`src/rtl/ar_cart_mem_arbiter.sv`:
```
// Arbiter for the 512KB cartridge RAM bank. It is shared by the CPU cartridge decode and the host upload port.
// It runs one memory transaction at a time, write-protects the ROM half after boot and times out stalled accesses.
module ar_cart_mem_arbiter #(
    parameter int STARVE_LIMIT = 4,
    parameter int TIMEOUT_CYC  = 255
) (
    input  logic        clk,
    input  logic        reset,
    input  logic        boot,
    input  logic        cpu_req,
    input  logic        cpu_we,
    input  logic [1:0]  cpu_be,
    input  logic [17:0] cpu_addr,
    input  logic [15:0] cpu_wdata,
    output logic        cpu_ack,
    output logic [15:0] cpu_rdata,
    input  logic        host_req,
    input  logic        host_we,
    input  logic [17:0] host_addr,
    input  logic [15:0] host_wdata,
    output logic        host_ack,
    output logic        host_err,
    output logic [15:0] host_rdata,
    output logic        mem_req,
    output logic        mem_we,
    output logic [1:0]  mem_be,
    output logic [17:0] mem_addr,
    output logic [15:0] mem_wdata,
    input  logic        mem_ack,
    input  logic [15:0] mem_rdata
);
    localparam int              SW         = $clog2(STARVE_LIMIT + 1);
    localparam logic [SW-1:0]   STARVE_MAX = SW'(STARVE_LIMIT);
    localparam logic [7:0]      TMO_LAST   = 8'(TIMEOUT_CYC - 1);

    typedef enum logic [1:0] {IDLE, CPU, HOST, DONE} state_t;

    state_t        state, state_d;
    logic [SW-1:0] starve, starve_d;
    logic [7:0]    tmo, tmo_d;
    logic          mem_req_d, mem_we_d;
    logic [1:0]    mem_be_d;
    logic [17:0]   mem_addr_d;
    logic [15:0]   mem_wdata_d;
    logic          cpu_ack_d, host_ack_d, host_err_d;
    logic [15:0]   cpu_rdata_d, host_rdata_d;
    logic          host_first, cpu_rom_wr, host_rom_wr;

    assign host_first  = host_req && (starve == STARVE_MAX);
    assign cpu_rom_wr  = cpu_we && !cpu_addr[17];
    assign host_rom_wr = host_we && !host_addr[17] && !boot;

    always_comb begin
        // NOTE: every signal gets its default first so no branch can leave one unassigned and infer a latch.
        state_d      = state;
        starve_d     = host_req ? starve : '0;
        tmo_d        = tmo;
        mem_req_d    = mem_req;
        mem_we_d     = mem_we;
        mem_be_d     = mem_be;
        mem_addr_d   = mem_addr;
        mem_wdata_d  = mem_wdata;
        cpu_ack_d    = 1'b0;
        host_ack_d   = 1'b0;
        host_err_d   = 1'b0;
        cpu_rdata_d  = cpu_rdata;
        host_rdata_d = host_rdata;

        unique case (state)
            IDLE: begin
                tmo_d = '0;
                if (cpu_req && !host_first) begin
                    if (host_req) starve_d = starve + SW'(1);
                    if (cpu_rom_wr) begin
                        // Protected write: acknowledged without touching memory.
                        cpu_ack_d = 1'b1;
                        state_d   = DONE;
                    end else begin
                        mem_req_d   = 1'b1;
                        mem_we_d    = cpu_we;
                        mem_be_d    = cpu_be;
                        mem_addr_d  = cpu_addr;
                        mem_wdata_d = cpu_wdata;
                        state_d     = CPU;
                    end
                end else if (host_req) begin
                    starve_d = '0;
                    if (host_rom_wr) begin
                        host_ack_d = 1'b1;
                        host_err_d = 1'b1;
                        state_d    = DONE;
                    end else begin
                        mem_req_d   = 1'b1;
                        mem_we_d    = host_we;
                        mem_be_d    = 2'b11;
                        mem_addr_d  = host_addr;
                        mem_wdata_d = host_wdata;
                        state_d     = HOST;
                    end
                end
            end
            CPU, HOST: begin
                // A mem_ack coinciding with the last timeout cycle is a normal completion.
                if (mem_ack || tmo == TMO_LAST) begin
                    mem_req_d = 1'b0;
                    state_d   = DONE;
                    if (state == CPU) begin
                        cpu_ack_d   = 1'b1;
                        cpu_rdata_d = mem_ack ? mem_rdata : 16'hFFFF;
                    end else begin
                        host_ack_d   = 1'b1;
                        host_err_d   = !mem_ack;
                        host_rdata_d = mem_ack ? mem_rdata : 16'hFFFF;
                    end
                end else begin
                    tmo_d = tmo + 8'd1;
                end
            end
            DONE: state_d = IDLE;
        endcase
    end

    always_ff @(posedge clk) begin
        // NOTE: registers use non-blocking assignments so every flop updates from pre-edge values.
        if (!reset) begin
            state      <= IDLE;
            starve     <= '0;
            tmo        <= '0;
            mem_req    <= 1'b0;
            mem_we     <= 1'b0;
            mem_be     <= '0;
            mem_addr   <= '0;
            mem_wdata  <= '0;
            cpu_ack    <= 1'b0;
            host_ack   <= 1'b0;
            host_err   <= 1'b0;
            cpu_rdata  <= '0;
            host_rdata <= '0;
        end else begin
            state      <= state_d;
            starve     <= starve_d;
            tmo        <= tmo_d;
            mem_req    <= mem_req_d;
            mem_we     <= mem_we_d;
            mem_be     <= mem_be_d;
            mem_addr   <= mem_addr_d;
            mem_wdata  <= mem_wdata_d;
            cpu_ack    <= cpu_ack_d;
            host_ack   <= host_ack_d;
            host_err   <= host_err_d;
            cpu_rdata  <= cpu_rdata_d;
            host_rdata <= host_rdata_d;
        end
    end
endmodule

```
`config.mk`:
```
export PLATFORM = sky130hd
export DESIGN_NAME = ar_cart_mem_arbiter
export DESIGN_NICKNAME = d
export VERILOG_FILES = /design/src/rtl/ar_cart_mem_arbiter.sv
export SDC_FILE = /design/constraint.sdc
export NUM_CORES = 1
export LEC_CHECK = 0
export CAP_MARGIN = 20
export CORE_ASPECT_RATIO = 2
export CORE_UTILIZATION = 42
export CTS_CLUSTER_DIAMETER = 100
export DETAILED_ROUTE_END_ITERATION = 10
export PLACE_DENSITY = 0.91
export SLEW_MARGIN = 20
export SYNTH_ARGS = -nofsm -noshare
export SYNTH_HDL_FRONTEND = slang
export SYNTH_SLANG_ARGS = --single-unit
```
`constraint.sdc`:
```
create_clock -name clk -period 2.58 [get_ports clk]
set_input_delay 0.516 -clock clk [delete_from_list [all_inputs] [get_ports clk]]
set_output_delay 0.516 -clock clk [all_outputs]
set_load 0.01 [all_outputs]
```
==> impl_metrics.json <==
{
  "ios": 167,
  "ys_seq_area_frac": 0.4690,
  "critical_path_cell_count": 7,
  "drt_iter0_markers": 274,
  "dieArea_mm2": 0.009141,
  "hold_class": "reg2reg",
  "io_buffers": 166,
  "tightest_slew_ns": 0.5004,
  "crit_buf_inv": 2,
  "cts_htree_levels": 3,
  "grt_use_met3": 0.08163,
  "crit_end": "mem_addr[15]$_SDFFE_PN0P_",
  "wirelength_um": 11700,
  "r2r-start": "state[0]$_SDFFE_PN0P_",
  "rsz0062_at_grt": "false",
  "leakage_nw": 2.112,
  "initial_core_util": 0.4396,
  "crit_start": "host_req",
  "clockRootBuffer": "clkbuf_16",
  "crit_chain": "clkdlybuf4s50_1 -> nand3_1 -> and2_1 -> a311oi_4 -> buf_12 -> nor2_1 -> a311oi_1",
  "netlist.area_leader.share": 0.4690,
  "postRouteAntennaNets": 0,
  "async_flop_share": 0,
  "fin_ws_ns": 0.3776,
  "regArea_mm2": 0.001722,
  "grt_pass1_wl_um": 17740,
  "multi_input_area_mm2": 0.001757,
  "cts_hold_buf": 0,
  "cts.sink_count": 86,
  "fin_setup_tns_ns": 0,
  "routed-via-count": 3964,
  "drc": 0,
  "antenna_found_initial": 0,
  "place_hpwl_um": 8423,
  "rows": 47,
  "syn-num-nets": 543,
  "finalWeightedCongestion": 0.7661,
  "hold_viol": 0,
  "grt_use_met1": 0.2511,
  "syn_area_mm2": 0.003671,
  "power_density_mw_per_mm2": 940.1,
  "synth-seq-cells": 86,
  "outcome": "finished clean",
  "fin_crit_ns": 2.202,
  "synth_warnings": 0,
  "cts_tree": "done",
  "cts_resized": 0,
  "arrival_ns": 2.44,
  "core_area_mm2": 0.008351,
  "vias_per_cell": 5.639,
  "reg2reg_depth": 7,
  "cp-end-kind": "flop",
  "areaGrowthSynthToFinish_pct": 55.93,
  "cts-buffers-inserted": 9,
  "synth_top_cell_by_area": "dfxtp_1",
  "cpPeakStageDelay_ns": 0.49,
  "postLayoutCoreUtil": 0.6855,
  "first_global_vias": 3912,
  "worstPathMaxFanout": 40,
  "drive_gt1_frac": 0.05950,
  "crit_family": "buffers and inverters",
  "grt-ovfl-total": 0,
  "track_usage": 0.2569,
  "max_freq_mhz": 454.0,
  "critPathLaunchType": "input pin",
  "crit_type": "in2reg",
  "synth-edff-count": 0,
  "layout.nets": 702,
  "fillers": 643,
  "yosysUniqueCellTypes": 36,
  "postCtsSetupBuffers": 0,
  "drt-pass1-iter-count": 4,
  "grt_max_degree": 41,
  "dp_slack_ns": 0.04984,
  "dieHeight_um": 134.2,
  "clk_pin_slew_ns": 0.07,
  "reg2reg_slack_ns": 0.48,
  "skew_ns": 0.008532,
  "min_period_over_period": 0.8537,
  "ir_drop_mv": 0.6410,
  "slew_viol_final": 0,
  "busiest_layer": "met2",
  "finalSetupViolCount": 0,
  "crit-reg2reg-capture": "mem_req$_SDFFE_PN0P_",
  "required_ns": 2.82,
  "synth_area_leaders": "dfxtp_1 47%, nand2_1 8.4%, a311oi_1 8.4%",
  "hold_ws_ns": 0.4611,
  "netlist_instances": 442,
  "yosys_most_used_dff": "dfxtp_1",
  "cp_slowest_cell": "clkdlybuf4s50_1",
  "clk_latency_ns": 0.34,
  "relSlewSlack": 0.6660,
  "finalPower_w": 0.005382,
  "cts_buffer_depth": 2,
  "wl_per_cell_um": 16.65,
  "maxCapViolCount": 0,
  "die_w_um": 68.11,
  "diodes": 0,
  "met2_usage": 0.4417,
  "avgSynthCellArea_um2": 8.305
}
-- layout by cell type, fill, tap and decap left out, drive strengths merged, types with 11 or more instances in the layout --
| cell | n |
|---|---|
| dfxtp | 86 |
| nor2 | 45 |
| buf | 16 |
| clkdlybuf4s50 | 165 |
| a311oi | 36 |
| nand3 | 26 |
| a21oi | 11 |
| nand2 | 82 |
| nand3b | 16 |
| o21ai | 54 |
-- report_power, final --
group | switching, W | total (W) | leakage [nW] | internal (W)
Combinational | 0.00107 | 0.00220 | 1.27 | 0.00113
Sequential | 0.000210 | 0.00190 | 0.705 | 0.00169
Clock | 0.000529 | 0.00128 | 0.135 | 0.000751
-- cell usage after synthesis, types with 5 or more instances --
cell type  number
dfxtp_1        86
nand2_1        82
o21ai_0        53
nor2_1         45
a311oi_1       35
nand3_1        26
clkbuf_1       21
nand3b_1       16
a21oi_1        11
inv_1           8
ha_1            7
nand2b_1        6
xnor2_1         5
-- registers in the layout, indices dropped and copies added (netlist names) --
name and cells:
mem_addr 18, cpu_rdata 16, host_rdata 16, mem_wdata 16, tmo 8, starve 3
mem_be 2, state 2, cpu_ack 1, host_ack 1, host_err 1, mem_req 1
mem_we 1
-- metal layers --
layer | up-vias | routed length (µm)
met5 | - | 0
met4 | 0 | 584
met3 | 38 | 1041
met2 | 207 | 5894
met1 | 1851 | 4183
li1 | 1868 | -
-- worst register-to-register path, stage by stage (launching register included) --
cell      delay (ns)
dfxtp_1         0.38
inv_1           0.07
ha_1            0.38
nand2b_1        0.12
o21bai_2        0.21
a21boi_0        0.31
nor4bb_1        0.34
mux2i_1         0.23
-- final cells by class --
| type | count | area share |
|---|---|---|
| timing repair buffer | 181 | 0.3134 |
| inverter | 9 | 0.005902 |
| multi-input combinational | 314 | 0.3069 |
| clock inverter | 6 | 0.01224 |
| sequential | 86 | 0.3008 |
| tap | 98 | 0.02142 |
| clock buffer | 9 | 0.03934 |
-- cell families (layout without fill, tap and decap cells) --
group | count (synthesis) | in the layout | share of synthesized area
compound gates | 109 | 109 | 0.1980
xor+xnor | 5 | 5 | 0.01193
fa+ha+maj | 7 | 7 | 0.02386
buf+inv | 42 | 205 | 0.05249
flops | 86 | 86 | 0.4690
mux | 2 | 2 | 0.005454
simple gates | 191 | 191 | 0.2393
-- worst min path at each step --
stage | cells past startpoint | slack [ns] | end | startpoint
global route | 2 | 0.49 | mem_req$_SDFFE_PN0P_ | mem_req$_SDFFE_PN0P_
global placement | 2 | 0.45 | starve[2]$_SDFF_PN0_ | starve[2]$_SDFF_PN0_
finish | 2 | 0.46 | mem_req$_SDFFE_PN0P_ | mem_req$_SDFFE_PN0P_
detailed placement | 2 | 0.45 | mem_req$_SDFFE_PN0P_ | mem_req$_SDFFE_PN0P_
CTS | 2 | 0.46 | mem_req$_SDFFE_PN0P_ | mem_req$_SDFFE_PN0P_
floorplan | 2 | 0.44 | starve[2]$_SDFF_PN0_ | starve[2]$_SDFF_PN0_
-- metrics by stage --
| step | cell area, µm² | std cells |
|---|---|---|
| global route | 5724 | 703 |
| finish | 5724 | 703 |
| floorplan | 3671 | 442 |
| detailed placement | 5429 | 688 |
| global placement | 5429 | 688 |
| CTS | 5724 | 703 |
Power figures use the tool's default switching activity.
